## config.mk

```make
export PLATFORM = sky130hd
export DESIGN_NAME = spi_adc_scanner_flat
export DESIGN_NICKNAME = d
export VERILOG_FILES = /design/src/rtl/spi_adc_scanner_if.sv /design/src/rtl/spi_adc_scanner.sv /design/src/flat_wrapper.sv
export SDC_FILE = /design/constraint.sdc
export NUM_CORES = 1
export LEC_CHECK = 0
export BUFFER_PORTS_ARGS = -buffer_cell sky130_fd_sc_hd__buf_2
export CAP_MARGIN = 25
export CORE_UTILIZATION = 40
export CTS_CLUSTER_SIZE = 28
export DETAILED_ROUTE_END_ITERATION = 8
export PLACE_DENSITY = 0.69
export SLEW_MARGIN = 20
export SYNTH_ARGS = -nofsm -noshare
export SYNTH_HDL_FRONTEND = slang
export SYNTH_SLANG_ARGS = --single-unit
```

## constraint.sdc

```tcl
create_clock -name CLK100MHZ -period 3.1 [get_ports CLK100MHZ]
set_clock_uncertainty 0.05 [all_clocks]
set_input_delay 0.62 -clock CLK100MHZ [delete_from_list [all_inputs] [get_ports CLK100MHZ]]
set_output_delay 0.62 -clock CLK100MHZ [all_outputs]
set_load 0.02 [all_outputs]
```

## src/rtl/spi_adc_scanner_if.sv

```systemverilog
// Signal bundle between spi_adc_scanner and its surroundings:
// scan control, the shared SPI lines and the tagged result port.
interface spi_adc_scanner_if #(
    parameter int N_CH   = 4,
    parameter int DATA_W = 12,
    parameter int CH_W   = (N_CH > 1) ? $clog2(N_CH) : 1
);
    logic              enable;
    logic [N_CH-1:0]   ch_mask;
    logic              MISO;
    logic              SCK;
    logic              MOSI;
    logic [N_CH-1:0]   CS;
    logic [DATA_W-1:0] o_DATA;
    logic [CH_W-1:0]   o_CH;
    logic              DATA_VALID;
    logic              busy;

    modport slave (
        input  enable, ch_mask, MISO,
        output SCK, MOSI, CS, o_DATA, o_CH, DATA_VALID, busy
    );

    modport master (
        output enable, ch_mask, MISO,
        input  SCK, MOSI, CS, o_DATA, o_CH, DATA_VALID, busy
    );
endinterface

```

## src/rtl/spi_adc_scanner.sv

```systemverilog
// Round-robin reader for N_CH SPI ADCs sharing SCK/MISO, one active-low CS each.
// Define SPI_SCAN_AVG_EN to report the mean of 2**AVG_LOG2 samples per channel.
module spi_adc_scanner #(
    parameter int N_CH       = 4,
    parameter int DATA_W     = 12,
    parameter int FRAME_BITS = 16,
    parameter int LEAD_BITS  = 3,
    parameter int CLK_DIV    = 2,
    parameter int GAP_CYC    = 4,
    parameter int AVG_LOG2   = 2
) (
    input  logic             CLK100MHZ,
    input  logic             reset,
    spi_adc_scanner_if.slave bus
);
    localparam int CH_W  = (N_CH > 1) ? $clog2(N_CH) : 1;
    localparam int DIV_W = $clog2(CLK_DIV + 1);
    localparam int BIT_W = $clog2(FRAME_BITS + 1);
    localparam int GAP_W = $clog2(GAP_CYC + 1);
    localparam logic [DIV_W-1:0] DIV_LAST   = DIV_W'(CLK_DIV - 1);
    localparam logic [BIT_W-1:0] BIT_LAST   = BIT_W'(FRAME_BITS - 1);
    localparam logic [BIT_W-1:0] DATA_FIRST = BIT_W'(LEAD_BITS);
    localparam logic [BIT_W-1:0] DATA_END   = BIT_W'(LEAD_BITS + DATA_W);
    localparam logic [GAP_W-1:0] GAP_MAX    = GAP_W'(GAP_CYC);

    if (N_CH < 1 || N_CH > 16 || CLK_DIV < 1 || GAP_CYC < 1 || AVG_LOG2 < 0 ||
        LEAD_BITS + DATA_W > FRAME_BITS) begin : g_bad_params
        $error("spi_adc_scanner: illegal parameter combination");
    end

    typedef enum logic [1:0] {IDLE, SETUP, SHIFT, DONE} state_t;

    state_t            state;
    logic [DIV_W-1:0]  div_cnt;
    logic [BIT_W-1:0]  bit_idx;
    logic [BIT_W-1:0]  bit_next;
    logic [GAP_W-1:0]  gap;
    logic [CH_W-1:0]   ptr;
    logic [CH_W-1:0]   next_ch;
    logic              found;
    logic [DATA_W-1:0] shreg;
    logic              sck;
    logic [N_CH-1:0]   cs;
    logic [DATA_W-1:0] o_data;
    logic [CH_W-1:0]   o_ch;
    logic              data_valid;
    logic              busy;

`ifdef SPI_SCAN_AVG_EN
    localparam int ACC_W = DATA_W + AVG_LOG2;
    localparam int CNT_W = AVG_LOG2 + 1;
    localparam logic [CNT_W-1:0] CNT_LAST = CNT_W'((1 << AVG_LOG2) - 1);

    logic [ACC_W-1:0] acc [N_CH];
    logic [CNT_W-1:0] cnt [N_CH];
    logic [ACC_W-1:0] acc_sum;

    assign acc_sum = acc[ptr] + ACC_W'(shreg);
`endif

    assign bit_next = bit_idx + 1'b1;

    // Bits outside the data window (lead-in and trailing bits) are discarded.
    function automatic logic [DATA_W-1:0] shift_in(input logic [DATA_W-1:0] cur,
                                                   input logic [BIT_W-1:0]  b,
                                                   input logic              din);
        if (b >= DATA_FIRST && b < DATA_END)
            return (cur << 1) | DATA_W'(din);
        return cur;
    endfunction

    // NOTE: every always_comb output gets a default first, so no path can infer a latch.
    always_comb begin
        next_ch = ptr;
        found   = 1'b0;
        for (int i = 1; i <= N_CH; i++) begin
            if (!found && bus.ch_mask[CH_W'((int'(ptr) + i) % N_CH)]) begin
                next_ch = CH_W'((int'(ptr) + i) % N_CH);
                found   = 1'b1;
            end
        end
    end

    // NOTE: sequential state uses non-blocking assignments only, so every read sees the pre-edge value.
    always_ff @(posedge CLK100MHZ) begin
        if (reset) begin
            state      <= IDLE;
            div_cnt    <= '0;
            bit_idx    <= '0;
            gap        <= '0;
            ptr        <= CH_W'(N_CH - 1);
            shreg      <= '0;
            sck        <= 1'b0;
            cs         <= '1;
            o_data     <= '0;
            o_ch       <= '0;
            data_valid <= 1'b0;
            busy       <= 1'b0;
`ifdef SPI_SCAN_AVG_EN
            // NOTE: the accumulators are per-channel flops, not RAM, so reset clears them outright.
            for (int i = 0; i < N_CH; i++) begin
                acc[i] <= '0;
                cnt[i] <= '0;
            end
`endif
        end else begin
            data_valid <= 1'b0;
            if (gap != GAP_MAX)
                gap <= gap + 1'b1;

            case (state)
                IDLE: begin
                    if (bus.enable && found && gap >= GAP_MAX) begin
                        ptr     <= next_ch;
                        cs      <= ~(N_CH'(1) << next_ch);
                        busy    <= 1'b1;
                        div_cnt <= '0;
                        state   <= SETUP;
                    end
                end

                SETUP: begin
                    if (div_cnt == DIV_LAST) begin
                        div_cnt <= '0;
                        bit_idx <= '0;
                        sck     <= 1'b1;
                        shreg   <= shift_in(shreg, '0, bus.MISO);
                        state   <= SHIFT;
                    end else begin
                        div_cnt <= div_cnt + 1'b1;
                    end
                end

                SHIFT: begin
                    if (div_cnt != DIV_LAST) begin
                        div_cnt <= div_cnt + 1'b1;
                    end else begin
                        div_cnt <= '0;
                        if (sck) begin
                            sck <= 1'b0;
                        end else if (bit_idx == BIT_LAST) begin
                            // Frame complete: the DONE outputs are loaded on the edge entering DONE.
                            cs    <= '1;
                            busy  <= 1'b0;
                            gap   <= '0;
                            state <= DONE;
`ifdef SPI_SCAN_AVG_EN
                            if (cnt[ptr] == CNT_LAST) begin
                                o_data     <= DATA_W'(acc_sum >> AVG_LOG2);
                                o_ch       <= ptr;
                                data_valid <= 1'b1;
                                acc[ptr]   <= '0;
                                cnt[ptr]   <= '0;
                            end else begin
                                acc[ptr] <= acc_sum;
                                cnt[ptr] <= cnt[ptr] + 1'b1;
                            end
`else
                            o_data     <= shreg;
                            o_ch       <= ptr;
                            data_valid <= 1'b1;
`endif
                        end else begin
                            bit_idx <= bit_next;
                            sck     <= 1'b1;
                            shreg   <= shift_in(shreg, bit_next, bus.MISO);
                        end
                    end
                end

                DONE: state <= IDLE;

                default: state <= IDLE;
            endcase
        end
    end

    assign bus.SCK        = sck;
    assign bus.MOSI       = 1'b0;  // the ADCs are read-only
    assign bus.CS         = cs;
    assign bus.o_DATA     = o_data;
    assign bus.o_CH       = o_ch;
    assign bus.DATA_VALID = data_valid;
    assign bus.busy       = busy;
endmodule

```

## src/flat_wrapper.sv

```systemverilog
// flat-port wrapper written by rule: the top's interface ports become plain ports
module spi_adc_scanner_flat 
#(
    parameter int N_CH       = 4,
    parameter int DATA_W     = 12,
    parameter int FRAME_BITS = 16,
    parameter int LEAD_BITS  = 3,
    parameter int CLK_DIV    = 2,
    parameter int GAP_CYC    = 4,
    parameter int AVG_LOG2   = 2
)
  (CLK100MHZ, reset, bus_enable, bus_ch_mask, bus_MISO, bus_SCK, bus_MOSI, bus_CS, bus_o_DATA, bus_o_CH, bus_DATA_VALID, bus_busy);
  spi_adc_scanner_if #(.N_CH(N_CH), .DATA_W(DATA_W), .CH_W((2))) bus_i ();
  input  logic CLK100MHZ;
  input  logic reset;
  input wire logic [$bits(bus_i.enable)-1:0] bus_enable;
  input wire logic [$bits(bus_i.ch_mask)-1:0] bus_ch_mask;
  input wire logic [$bits(bus_i.MISO)-1:0] bus_MISO;
  output wire logic [$bits(bus_i.SCK)-1:0] bus_SCK;
  output wire logic [$bits(bus_i.MOSI)-1:0] bus_MOSI;
  output wire logic [$bits(bus_i.CS)-1:0] bus_CS;
  output wire logic [$bits(bus_i.o_DATA)-1:0] bus_o_DATA;
  output wire logic [$bits(bus_i.o_CH)-1:0] bus_o_CH;
  output wire logic [$bits(bus_i.DATA_VALID)-1:0] bus_DATA_VALID;
  output wire logic [$bits(bus_i.busy)-1:0] bus_busy;
  assign bus_i.enable = bus_enable;
  assign bus_i.ch_mask = bus_ch_mask;
  assign bus_i.MISO = bus_MISO;
  assign bus_SCK = bus_i.SCK;
  assign bus_MOSI = bus_i.MOSI;
  assign bus_CS = bus_i.CS;
  assign bus_o_DATA = bus_i.o_DATA;
  assign bus_o_CH = bus_i.o_CH;
  assign bus_DATA_VALID = bus_i.DATA_VALID;
  assign bus_busy = bus_i.busy;
  spi_adc_scanner #(.N_CH(N_CH), .DATA_W(DATA_W), .FRAME_BITS(FRAME_BITS), .LEAD_BITS(LEAD_BITS), .CLK_DIV(CLK_DIV), .GAP_CYC(GAP_CYC), .AVG_LOG2(AVG_LOG2)) u_core (.CLK100MHZ(CLK100MHZ), .reset(reset), .bus(bus_i));
endmodule
```

; ---- Word-level counts from Yosys, hierarchy flattened
; Cells that the tools add are included.
[classes]
add_sub_neg = 7
mul = 0
div = 0
magnitude_cmp = 7
n_eq_ne = 13
shifts = 1
muxes = 63
n_bitwise = 6
reduce_logical = 22
[op_table]
columns = operator, n
row1 = two-way mux 1 bit, 27
row2 = two-way mux 2 bit, 12
row3 = two-way mux 5 bit, 4
row4 = AND reduction 5 bit, 4
row5 = less-than comparator 2 x 4 -> 1 bit (second input constant), 4
row6 = two-way mux 4 bit, 4
row7 = two-way mux 3 bit, 5
row8 = two-way mux 12 bit, 1
row9 = bitwise OR 12 x 1 -> 12 bit, 1
row10 = one-hot mux 5 bit (2 select lines), 1
row11 = binary-select mux 1 bit (select 2 bit), 4
row12 = inequality test 2 x 1 -> 1 bit (second input constant), 4
row13 = one-hot mux 2 bit (4 select lines), 1
row14 = one-hot mux 4 bit (2 select lines), 1
row15 = adder 2 x 1 -> 2 bit (second input constant), 3
row16 = logical AND 1 bit, 6
row17 = inequality test 2 bit (second input constant), 3
row18 = one-hot mux 2 bit (3 select lines), 1
row19 = adder 5 x 1 -> 5 bit (second input constant), 1
row20 = equality test 5 x 4 -> 1 bit (second input constant), 1
row21 = >= comparator 5 x 2 -> 1 bit (second input constant), 1
row22 = less-than comparator 5 x 4 -> 1 bit (second input constant), 1
row23 = adder 2 bit (second input constant), 2
row24 = equality test 2 x 1 -> 1 bit (second input constant), 2
row25 = other kinds (16), 25
[totals]
regBits = 47
latchBits = 0
mem_bits_rw = 0
romBits = 0
output_inout_bits = 22
elab_cells = 131
mem_count = 0

; ---- Logic depth before layout (Yosys ltp)
; Gate-level depths: netlist of run 1.
[depth]
word_depth = 18
depth_mapped = 9
mapped_depth_nobuf = 8

; ---- Worst setup path before layout of run 1
; Ideal clock, no wire load.
[synth_timing]
path_kind = flip-flop to flip-flop
from = register u_core.bit_idx[0]
to = register u_core.shreg[2]
setup_ps = 128
arrival_time_ps = 1971
required_time_ps = 2922
path_slack_ps = 951
stages_incl_launch_ff = 10
synth_period_minus_slack_ps = 2149
cell_sequence = dfxtp_1 -> ha_1 -> and3_2 -> ha_1 -> nor3b_2 -> nand3_1 -> a211oi_2 -> buf_6 -> mux2i_1 -> nor2_1
[synth_via]
elab_chain_cells = 10
[synth_rtl]
columns = item, line_no
row1 = "start, declared", spi_adc_scanner.sv:35  ; logic [BIT_W-1:0] bit_idx;
row2 = "start signal, assigned", spi_adc_scanner.sv:164  ; bit_idx <= bit_next;
row3 = adder 5 x 1 -> 5 bit, spi_adc_scanner.sv:61  ; assign bit_next = bit_idx + 1'b1;
row4 = >= comparator 5 x 2 -> 1 bit or less-than comparator 5 x 4 -> 1 bit (tied branches), spi_adc_scanner.sv:67  ; if (b >= DATA_FIRST && b < DATA_END)
row5 = logical AND 1 bit, spi_adc_scanner.sv:67
row6 = two-way mux 1 bit, spi_adc_scanner.sv:67
row7 = two-way mux 1 bit, spi_adc_scanner.sv:141  ; end else if (bit_idx == BIT_LAST) begin
row8 = two-way mux 1 bit, spi_adc_scanner.sv:139  ; if (sck) begin
row9 = two-way mux 1 bit, spi_adc_scanner.sv:135  ; if (div_cnt != DIV_LAST) begin
row10 = two-way mux 1 bit, spi_adc_scanner.sv:111  ; case (state)
row11 = two-way mux 1 bit, spi_adc_scanner.sv:86  ; if (reset) begin
row12 = AND reduction 5 bit (no line) *, -
row13 = "end signal, assigned", spi_adc_scanner.sv:127  ; shreg <= shift_in(shreg, '0, bus.MISO);
row14 = "end signal, assigned", spi_adc_scanner.sv:166  ; shreg <= shift_in(shreg, bit_next, bus.MISO);
row15 = "end, declared", spi_adc_scanner.sv:41  ; logic [DATA_W-1:0] shreg;
; Mark *: on every way between the ends. The rest lies on a longest branch, timed or not. The select of a mux whose other input is x is not followed.
; A chain may end at the register's enable or synchronous reset.

; ---- Worst setup path in the final report of run 1
[layout_timing]
from = register u_core.bit_idx[0]
to = register u_core.bit_idx[2]
[layout_via]
elab_chain_cells = 5
[layout_rtl]
columns = item, line_no
row1 = adder 5 x 1 -> 5 bit, spi_adc_scanner.sv:61
row2 = two-way mux 5 bit, spi_adc_scanner.sv:141
row3 = two-way mux 5 bit, spi_adc_scanner.sv:139
row4 = two-way mux 5 bit, spi_adc_scanner.sv:135
row5 = one-hot mux 5 bit (2 select lines), spi_adc_scanner.sv:111
; Parallel ways exist; a longest one is shown, timed or not. The select of a mux whose other input is x is not followed.

==> results of run 1 <==
kinds of logic (layout without fill, tap and decap cells):
group | count (synthesis) | after routing | share of synthesized area (%)
AOI/OAI and AO/OA | 39 | 39 | 10.9
xor gates and xnor gates | 3 | 3 | 1.26
adders and majority gates | 9 | 9 | 5.39
buffers and inverters | 24 | 49 | 5.21
DFF | 47 | 47 | 45.0
muxes | 19 | 19 | 9.10
other | 1 | 1 | 0.179
and+or+nand+nor | 102 | 102 | 23.0
power groups by stage:
stage	Sequential, mW	Clock (mW)	Combinational [mW]
2_1_floorplan	0.681	0	0.218
3_3_place_gp	0.667	0	0.283
3_5_place_dp	0.668	0	0.288
4_1_cts	0.654	0.470	0.290
5_1_grt	0.658	0.503	0.322
6_report	0.653	0.460	0.289
registers in the layout, summed over array words and instances (netlist names), 2 cells and up:
name	flops
u_core.bus.o_DATA	12
u_core.state	2
u_core.ptr	2
u_core.bus.o_CH	2
u_core.gap	3
u_core.bit_idx	5
u_core.div_cnt	2
u_core.bus.CS	4
u_core.shreg	12
worst paths after layout:
path | start | endpoint | slack [ps] | cells past startpoint
min reg2reg | u_core.bus.o_DATA[8] | u_core.bus.o_DATA[8] | 400 | 2
min | u_core.bus.o_DATA[8] | u_core.bus.o_DATA[8] | 400 | 2
max reg2reg | u_core.bit_idx[0] | u_core.bit_idx[2] | 770 | 8
max | u_core.bit_idx[0] | u_core.bit_idx[2] | 770 | 8
worst max-delay path, cell delays in order, from the launching register on:
cell	delay (ps)
dfxtp_1	370
ha_1	260
and3_2	220
ha_1	230
o21ai_1	120
a21oi_1	70
nor2b_1	480
o21ai_1	130
a32o_2	290
through the flow:
stage	instances	util [%]	total power [mW]	setup WS, ps	cell area (um^2)
2_1_floorplan	244	-	0.899	951	2090
3_3_place_gp	328	46.4	0.950	859	2270
3_5_place_dp	328	46.4	0.956	807	2270
4_1_cts	336	48.8	1.41	780	2380
5_1_grt	336	48.8	1.48	643	2380
6_report	336	48.8	1.40	773	2380
layer usage:
metal	vias up	track usage, %
met5	-	0
met4	0	3.77
met3	6	5.28
met2	21	23.4
met1	766	20.0
li1	866	-
cell type report:
cell class | instances | area (um^2) | area share (%)
Tap cell | 67 | 83.8 | 3.52
Sequential cell | 47 | 941 | 39.5
Inverter | 10 | 37.5 | 1.58
Multi-Input combinational cell | 173 | 1040 | 43.7
Clock buffer | 5 | 68.8 | 2.89
Timing Repair Buffer | 31 | 163 | 6.83
Clock inverter | 3 | 47.5 | 2.00
cells in the mapped netlist (all sizes together), types with 3 or more instances:
cell type   n
nor2b       5
nor3       11
nand3       4
o21ai       7
nand3b      3
nor2       29
dfxtp      47
a21oi      23
nand2      35
ha          9
nand2b      3
clkbuf      8
a211oi      3
and3        3
inv        10
nor3b       3
buf         6
mux2i      19
==> metrics.md, run 1 <==
| Metric | Value |
|---|---|
| Clock power share | around 33% |
| Fill count | 487 |
| N_diodes | 0 |
| Status | finished, final reports clean |
| Die Wd | 74.3 um |
| Total GRT Usage | between 10% and 20% |
| CTS tree | built |
| Largest area contributor in the netlist | dfxtp_1 |
| Mapped Avg Cell Area | 8.57 um^2 |
| Mapped Cells | 244 |
| Synth Warn # | 0 |
| Drt via density | 4.94 |
| First-pass GRT wire length | approximately 6300 um |
| Post-Syn Nets | 261 |
| Core area | 4880 um^2 |
| Via Count | 1659 |
| Max-cap violations | 0 |
| Met2 wire len | approximately 1700 um |
| Hold Vio Cnt, Final | 0 |
| Wire length per cell | roughly 11 um |
| Port Buf Inserts | 28 |
| CTS Buf Count | 5 |
| Share of layout cells above drive strength 1 | 17.5% |
| # DRC | 0 |
| Final setup vio count | 0 |
| Power density cells | 589 nW/um^2 |
| Worst hold slack | 405 ps |
| Worst-Skew Late Latency | 300 ps |
| Max Fclk | 0.430 GHz |
| Yosys cell types | 39 |
| Critical Path Fanout Max | 6 |
| Sw Ratio | 29.1% |
| Most common cell after layout, fill and taps aside | dfxtp_1 |
| Yosys reg bits | 47 |
| Largest net degree at the start of global routing | 31 |
| Critical path type | register to register |
| Commonest non-fill, non-tap cells in the layout | dfxtp_1 (47), nand2_1 (35), nor2_1 (29) |
| Required @ worst endpoint | 3250 ps |
| Root buf cell | clkbuf_8 |
| ANT nets after route | 0 |
| Initial antenna violation count | 0 |
| CTS max path bufs | 2 |
| Drt total wl | 3810 um |
| RSZ-0062 raised after global routing | false |
| Top FF cell, synth | dfxtp_1 |
| TritonCTS Sinks | 47 |
| Final net count | 285 |
| Pleak | 0.950 nW |
| Sequential share of the synthesized area | between 40% and 50% |
| Congestion Overflow GR | 0 |
| Maximum vdd drop | 0.264 mV |
| Worst hold path class | register to register |
| Hold_buf cts | 0 |
| Share of the synthesized area in the top cell type | 45.0% |
| DRT Pass-1 Iters | 4 |
| CP arrival | 2480 ps |
| Cell Area, Synth | approximately 2100 um^2 |
| Slew @ Worst Pin | a little under 600 ps |
| Site Rows | 25 |
| Vias in the first global route | 1431 |
| Number of synthesized flops with an enable pin | 0 |
| Min cycle time layout | 2330 ps |
| Initial Util | 42.8% |
| TNS Setup | 0 ps |
| Max layer used | met4 |
| Post-DP HPWL | 2670 um |
| DRT met1 WL | approximately 2000 um |
| Total die area | 5520 um^2 |
| Synth-to-layout area growth | 13.9% |
| Headroom to the max-slew limit | 61.1% |
| Flop pwr share | a little under half |
| # H-tree levels | 2 |
| GP Congestion | roughly 0.77 |
| Final Max Tran Viols | 0 |
| P_sw | 0.408 mW |
| Worst-path clk slew | about 90 ps |
| Final period utilization | 75.1% |
| Setup Fix Bufs, Post-CTS | 0 |
| Crit. End Element | register |
| Top post-synthesis cells by area | dfxtp_1 (45%), mux2i_1 (9.1%), nand2_1 (6.3%) |
| Post-synth ARST share | 0% |
| Logic pwr share | 20.6% |
| P_int | 0.995 mW |
| Iteration-0 DRC count of the detailed router | 79 |
| Ports | 30 |
| Die height | 74.3 um |
| CP startpoint kind | register |
| Met3 wire length | 134 um |
| Post-CTS sizing | 0 |
No activity file was read; power rests on OpenSTA's default activity.
==> run 2, diff against run 1 <==
--- a/config.mk
+++ b/config.mk
@@ -10,7 +10,7 @@
 export CORE_UTILIZATION = 40
 export CTS_CLUSTER_SIZE = 28
 export DETAILED_ROUTE_END_ITERATION = 8
-export PLACE_DENSITY = 0.69
+export PLACE_DENSITY = 0.71
 export SLEW_MARGIN = 20
 export SYNTH_ARGS = -nofsm -noshare
 export SYNTH_HDL_FRONTEND = slang
==> constraint.sdc (replaced) <==
create_clock -name CLK100MHZ -period 1.99 [get_ports CLK100MHZ]
set_clock_uncertainty 0.05 [all_clocks]
set_input_delay 0.398 -clock CLK100MHZ [delete_from_list [all_inputs] [get_ports CLK100MHZ]]
set_output_delay 0.398 -clock CLK100MHZ [all_outputs]
set_load 0.02 [all_outputs]
==> run 2 against run 1 <==
Against the previous run: hold slack worse by 100 ps; final area up 5.5%; non-clock buffer count up 10; count of clock-buffer cells in the layout unchanged; utilization increased by 2.7 points; sequential cell count unchanged; sequential share of layout area is 2.0 points lower; die area unchanged; cell count is 3.0% higher; worst setup slack worse by 750 ps; first-iteration DRC count down 15%; routed wire length up 6.2%.
==> metrics.md, run 2 (synthesized netlist as in run 1, its figures left out) <==
| Metric | Value |
|---|---|
| Status | finished, final reports clean (unchanged) |
| Critical path type | register to register (unchanged) |
| Pleak | 1.00 nW (was 0.950 nW) |
| Iteration-0 DRC count of the detailed router | 67 (was 79) |
| Ports | 30 (unchanged) |
| Power density cells | 898 nW/um^2 (was 589 nW/um^2) |
| Maximum vdd drop | 0.420 mV (was 0.264 mV) |
| Required @ worst endpoint | 2130 ps (was 3250 ps) |
| Slew @ Worst Pin | 539 ps (was 582 ps) |
| Root buf cell | clkbuf_8 (unchanged) |
| CTS Buf Count | 5 (unchanged) |
| Hold_buf cts | 0 (unchanged) |
| # H-tree levels | 2 (unchanged) |
| First-pass GRT wire length | 6850 um (was 6330 um) |
| DRT Pass-1 Iters | 4 (unchanged) |
| CP cell instances | ha_4, and3_4, ha_4, nor3b_2, nand3_1, a211oi_2, buf_12, mux2i_1, nor2_1 (was ha_1, and3_2, ha_1, o21ai_1, a21oi_1, nor2b_1, o21ai_1, a32o_2) |
| Worst hold path class | input port to register (was register to register) |
| Die height | 74.3 um (unchanged) |
| Setup Fix Bufs, Post-CTS | 0 (unchanged) |
| Port Buf Inserts | 28 (unchanged) |
| Fill count | 473 (was 487) |
| Largest net degree at the start of global routing | 31 (unchanged) |
| Commonest non-fill, non-tap cells in the layout | dfxtp_1 (45), nand2_1 (35), nor2_1 (29) (was dfxtp_1 (47), nand2_1 (35), nor2_1 (29)) |
| CTS max path bufs | 2 (unchanged) |
| Hold Vio Cnt, Final | 0 (unchanged) |
| Via Count | 1684 (was 1659) |
| Final setup vio count | 0 (unchanged) |
| Share of layout cells above drive strength 1 | 22.2% (was 17.5%) |
| Core area | 4880 um^2 (unchanged) |
| Vias in the first global route | 1547 (was 1431) |
| Min cycle time layout | 1970 ps (was 2330 ps) |
| Critical Path Fanout Max | 12 (was 6) |
| Total GRT Usage | 16.3% (was 15.1%) |
| Site Rows | 25 (unchanged) |
| Drt via density | 4.87 (was 4.94) |
| ANT nets after route | 0 (unchanged) |
| Worst-path clk slew | 80 ps (was 90 ps) |
| Die Wd | 74.3 um (unchanged) |
| Initial antenna violation count | 0 (unchanged) |
| Worst-Skew Late Latency | 300 ps (about the same) |
| Most common cell after layout, fill and taps aside | dfxtp_1 (unchanged) |
| RSZ-0062 raised after global routing | true (was false) |
| CTS tree | built (unchanged) |
| Synth-to-layout area growth | 20.2% (was 13.9%) |
| # DRC | 0 (unchanged) |
| Max Fclk | 0.508 GHz (was 0.430 GHz) |
| Final net count | 295 (was 285) |
| Most common cell on crit path | ha_4 |
| GP Congestion | 0.793 (was 0.765) |
| TritonCTS Sinks | 47 (unchanged) |
| Crit. End Element | register (unchanged) |
| Final period utilization | 99.0% (was 75.1%) |
| Initial Util | 42.8% (unchanged) |
| Crit path largest cell delay | 340 ps (was 480 ps) |
| Headroom to the max-slew limit | 63.8% (was 61.1%) |
| Final Max Tran Viols | 0 (unchanged) |
| Wire length per cell | 11.7 um (was 11.4 um) |
| CP arrival | 2100 ps (was 2480 ps) |
| N_diodes | 0 (unchanged) |
| Total die area | 5520 um^2 (unchanged) |
| Dpl cell area | 2380 um^2 (was 2270 um^2) |
| CP startpoint kind | register (unchanged) |
| Post-DP HPWL | 2860 um (was 2670 um) |
| Total Power | 2.26 mW (was 1.40 mW) |
| Drt total wl | 4050 um (was 3810 um) |
| Max-cap violations | 0 (unchanged) |
| Fin area | 2510 um^2 (was 2380 um^2) |
| CP max stage cell | dfxtp_2 (was nor2b_1) |
| Congestion Overflow GR | 0 (unchanged) |
## run 2: cell types whose count changed in the layout (fill, tap and decap cells not counted), moves of 2 or more
cell	change
dfxtp_2	+2
ha_4	+2
ha_1	-2
buf_4	+8
dfxtp_1	-2
## run 2: metal layers
layer	part of all wire [%]	wire length (um)	track usage, %	vias to the layer above
met5	0	0	0	-
met4	1.2	48	6.29	0
met3	3.3	132	3.66	5
met2	47	1890	27.6	23
met1	49	1990	20.3	771
li1	-	-	-	885
## run 2: report_power, final
group / total (mW) / internal (mW) / switching, mW / leakage, nW
Combinational: 0.519 / 0.237 / 0.283 / 0.565
Clock: 0.719 / 0.379 / 0.340 / 0.0548
Sequential: 1.02 / 0.986 / 0.0323 / 0.381
## run 2: worst paths after layout
path,startpoint,end,slack [ps],cells after the start
worst min register to register,u_core.bus.o_DATA[3],u_core.bus.o_DATA[3],400,2
worst max register to register,u_core.bit_idx[1],u_core.shreg[2],20,9
worst max-delay path,u_core.bit_idx[1],u_core.shreg[2],20,9
worst min-delay path,bus_MISO,u_core.shreg[0],300,3
## run 2: repair_timing
item | 4_1_cts | 5_1_grt
gates resized for setup | 0 | 3
pin swaps | 1 | 1
endpoints found under the setup margin | 10 | 18
hold endpoints to repair | 0 | 0
## run 2: cell type report
type / instances / area, um^2 / area share (%)
flip-flops and latches: 47 / 943 / 37.5
inverters: 10 / 37.5 / 1.49
clock inverters: 3 / 46.3 / 1.84
clock buffers: 5 / 68.8 / 2.74
multi-input cells: 173 / 1080 / 43.0
repair buffers: 41 / 254 / 10.1
well taps: 67 / 83.8 / 3.33
## run 2: per-stage QoR
| step | hold WS [ps] | utilization (%) | worst slack, ps | std cells | TNS, ps |
|---|---|---|---|---|---|
| 3_5_place_dp | 393 | 48.9 | -31.0 | 338 | -31.0 |
| 3_3_place_gp | 390 | 48.9 | 16.0 | 338 | 0 |
| 4_1_cts | 296 | 51.2 | 1.30 | 346 | 0 |
| 2_1_floorplan | 378 | - | -42.8 | 244 | -428 |
| 5_1_grt | 351 | 51.5 | -149 | 346 | -1030 |
| 6_report | 304 | 51.5 | 20.6 | 346 | 0 |
## run 2: worst max-delay path: cells and delay by family, from the launching register on
kind            cells  cell delay [ps]
compound gates      1              240
simple gates        4              530
fa+ha+maj           2              300
flops               1              340
mux                 1              210
buf+inv             1              190
==> run 3, diff against run 2 <==
--- a/config.mk
+++ b/config.mk
@@ -7,10 +7,11 @@
 export LEC_CHECK = 0
 export BUFFER_PORTS_ARGS = -buffer_cell sky130_fd_sc_hd__buf_2
 export CAP_MARGIN = 25
+export CORE_MARGIN = 2
 export CORE_UTILIZATION = 40
 export CTS_CLUSTER_SIZE = 28
 export DETAILED_ROUTE_END_ITERATION = 8
-export PLACE_DENSITY = 0.71
+export PLACE_DENSITY = 0.63
 export SLEW_MARGIN = 20
 export SYNTH_ARGS = -nofsm -noshare
 export SYNTH_HDL_FRONTEND = slang
==> run 3 against run 2 <==
Against the previous run: maximum frequency up 2.2%; critical path type unchanged; sequential share of layout area down 0.68 points; sequential cell count unchanged; non-clock buffer count up 2; first-iteration DRC count up 22%.
==> metrics.md, run 3 (synthesized netlist as in run 1, its figures left out) <==
| Metric | Value |
|---|---|
| CTS max path bufs | 2 (unchanged) |
| Initial Util | 41.2% (was 42.8%) |
| WP buf/inv | 1 (unchanged) |
| CP cell instances | ha_4, and3_4, ha_4, buf_4, nand3b_1, nor2_1, o211a_4, and2_1, a41oi_1 (was ha_4, and3_4, ha_4, nor3b_2, nand3_1, a211oi_2, buf_12, mux2i_1, nor2_1) |
| CP max stage cell | dfxtp_2 (unchanged) |
| Maximum vdd drop | 0.336 mV (was 0.420 mV) |
| Wire length per cell | 11.6 um (was 11.7 um) |
| CP startpoint kind | register (unchanged) |
| GP Congestion | 0.715 (was 0.793) |
| Setup Slack @ Placement | 6.15 ps (was -31.0 ps) |
| Iteration-0 DRC count of the detailed router | 82 (was 67) |
| CP Launch Point | u_core.bit_idx[1] (unchanged) |
| Vias in the first global route | 1538 (was 1547) |
| CP arrival | 2100 ps (about the same) |
| First-pass GRT wire length | 7040 um (was 6850 um) |
| R2r startpoint | u_core.bit_idx[1] (unchanged) |
| TritonCTS Sinks | 47 (unchanged) |
| Logic pwr share | 23.4% (was 23.0%) |
| # H-tree levels | 2 (unchanged) |
| Ports | 30 (unchanged) |
| Min cycle time layout | 1930 ps (was 1970 ps) |
| Worst-path clk slew | 90 ps (was 80 ps) |
| CTS Buf Count | 5 (unchanged) |
| Crit. End Element | register (unchanged) |
| Layer with the highest usage | met2 (unchanged) |
| Via Count | 1710 (was 1684) |
| Die Wd | 76.3 um (was 74.3 um) |
| Final period utilization | 96.8% (was 99.0%) |
| Layout Cells excl Fill | 351 (was 346) |
| Sw Ratio | 28.8% (was 29.0%) |
| ANT nets after route | 0 (unchanged) |
| Critical path type | register to register (unchanged) |
| Clock power share | 31.3% (was 31.8%) |
| Share of layout cells above drive strength 1 | 23.5% (was 22.2%) |
| Crit path largest cell delay | 340 ps (about the same) |
| Die height | 76.3 um (was 74.3 um) |
| Worst hold path class | input port to register (unchanged) |
| Max-cap violations | 0 (unchanged) |
| Power density cells | 880 nW/um^2 (was 898 nW/um^2) |
| Commonest non-fill, non-tap cells in the layout | dfxtp_1 (45), nand2_1 (35), nor2_1 (29) (unchanged) |
| Initial antenna violation count | 0 (unchanged) |
| Placed Cells | 342 (was 338) |
| Most common cell after layout, fill and taps aside | dfxtp_1 (unchanged) |
| P_int | 1.60 mW (about the same) |
| GR met2 Demand/Resource | 23.5% (was 27.6%) |
| Delay-heaviest family, CP | simple AND/OR/NAND/NOR gates (unchanged) |
| Final WS setup | 63.0 ps (was 20.6 ps) |
| Core area | 5070 um^2 (was 4880 um^2) |
| Pleak | 1.02 nW (was 1.00 nW) |
| Flop pwr share | 45.2% (was 45.1%) |
| Most common cell on crit path | ha_4 (unchanged) |
| RSZ-0062 raised after global routing | true (unchanged) |
| Drt via density | 4.87 (about the same) |
| Final Max Tran Viols | 0 (unchanged) |
| Hold_buf cts | 0 (unchanged) |
| Met3 usage | 3.91% (was 3.66%) |
| Total GRT Usage | 14.8% (was 16.3%) |
| Site Rows | 26 (was 25) |
| # DRC | 0 (unchanged) |
| Hold Vio Cnt, Final | 0 (unchanged) |
| Post-DP HPWL | 2890 um (was 2860 um) |
| CTS tree | built (unchanged) |
| Worst-Skew Late Latency | 300 ps (about the same) |
| Final setup vio count | 0 (unchanged) |
| Synth-to-layout area growth | 22.4% (was 20.2%) |
| M1 GR Usage | 19.3% (was 20.3%) |
| Drt total wl | 4080 um (was 4050 um) |
| Status | finished, final reports clean (unchanged) |
| P_sw | 0.649 mW (was 0.655 mW) |
| Critical Path Fanout Max | 9 (was 12) |
| Final net count | 297 (was 295) |
| Total Power | 2.25 mW (was 2.26 mW) |
| Largest net degree at the start of global routing | 31 (unchanged) |
| Port Buf Inserts | 28 (unchanged) |
| Required @ worst endpoint | 2170 ps (was 2130 ps) |
| Root buf cell | clkbuf_8 (unchanged) |
| Total die area | 5820 um^2 (was 5520 um^2) |
| Congestion Overflow GR | 0 (unchanged) |
| Max Fclk | 0.519 GHz (was 0.508 GHz) |
| Min-delay src | bus_MISO (unchanged) |
| DRT Pass-1 Iters | 4 (unchanged) |
| N_diodes | 0 (unchanged) |
[run 3: tightest hold or removal path, cell delays in order]
cell and delay [ps]:
buf_2 90, mux2i_1 60, nor2_1 80
[run 3: path summary, 6_finish.rpt]
check / endpoint / slack (ps) / depth (start not counted)
max: u_core.bus.CS[2] / 60 / 9
min: u_core.shreg[0] / 320 / 3
max reg2reg: u_core.bus.CS[2] / 60 / 9
min reg2reg: u_core.bus.o_DATA[9] / 410 / 2
[run 3: final cells by class]
cell class | instances | area (um^2)
well taps | 70 | 87.6
multi-input cells | 173 | 1090
repair buffers | 43 | 290
inverters | 10 | 37.5
clock buffers | 5 | 68.8
fillers | 514 | 2510
clock inverters | 3 | 46.3
flip-flops and latches | 47 | 943
[run 3: timing repair]
item                                   in CTS  in global routing
cloned                                      0                  0
gates resized for setup                     0                  4
buffers inserted                            0                  1
pin swaps                                   1                  0
setup endpoints to repair                   1                 22
endpoints found under the hold margin       0                  0
[run 3: metrics by stage]
stage / instance area (um^2) / util (%) / TNS [ps] / hold slack [ps]
3_3_place_gp: 2420 / 47.7 / 0 / 391
4_1_cts: 2540 / 50.0 / 0 / 297
3_5_place_dp: 2420 / 47.7 / 0 / 397
6_report: 2560 / 50.4 / 0 / 316
5_1_grt: 2560 / 50.4 / -420 / 318
2_1_floorplan: 2120 / - / -428 / 378
[run 3: layer usage]
metal	wire, um	vias to the layer above
met5	0	-
met4	59	0
met3	136	5
met2	1940	21
met1	1950	793
li1	-	891
[run 3: power groups by stage]
stage	clock [mW]	combinational, mW	sequential (mW)
6_report	0.706	0.528	1.02
3_5_place_dp	0	0.502	1.04
5_1_grt	0.774	0.585	1.02
3_3_place_gp	0	0.497	1.04
4_1_cts	0.730	0.505	1.02
2_1_floorplan	0	0.340	1.06
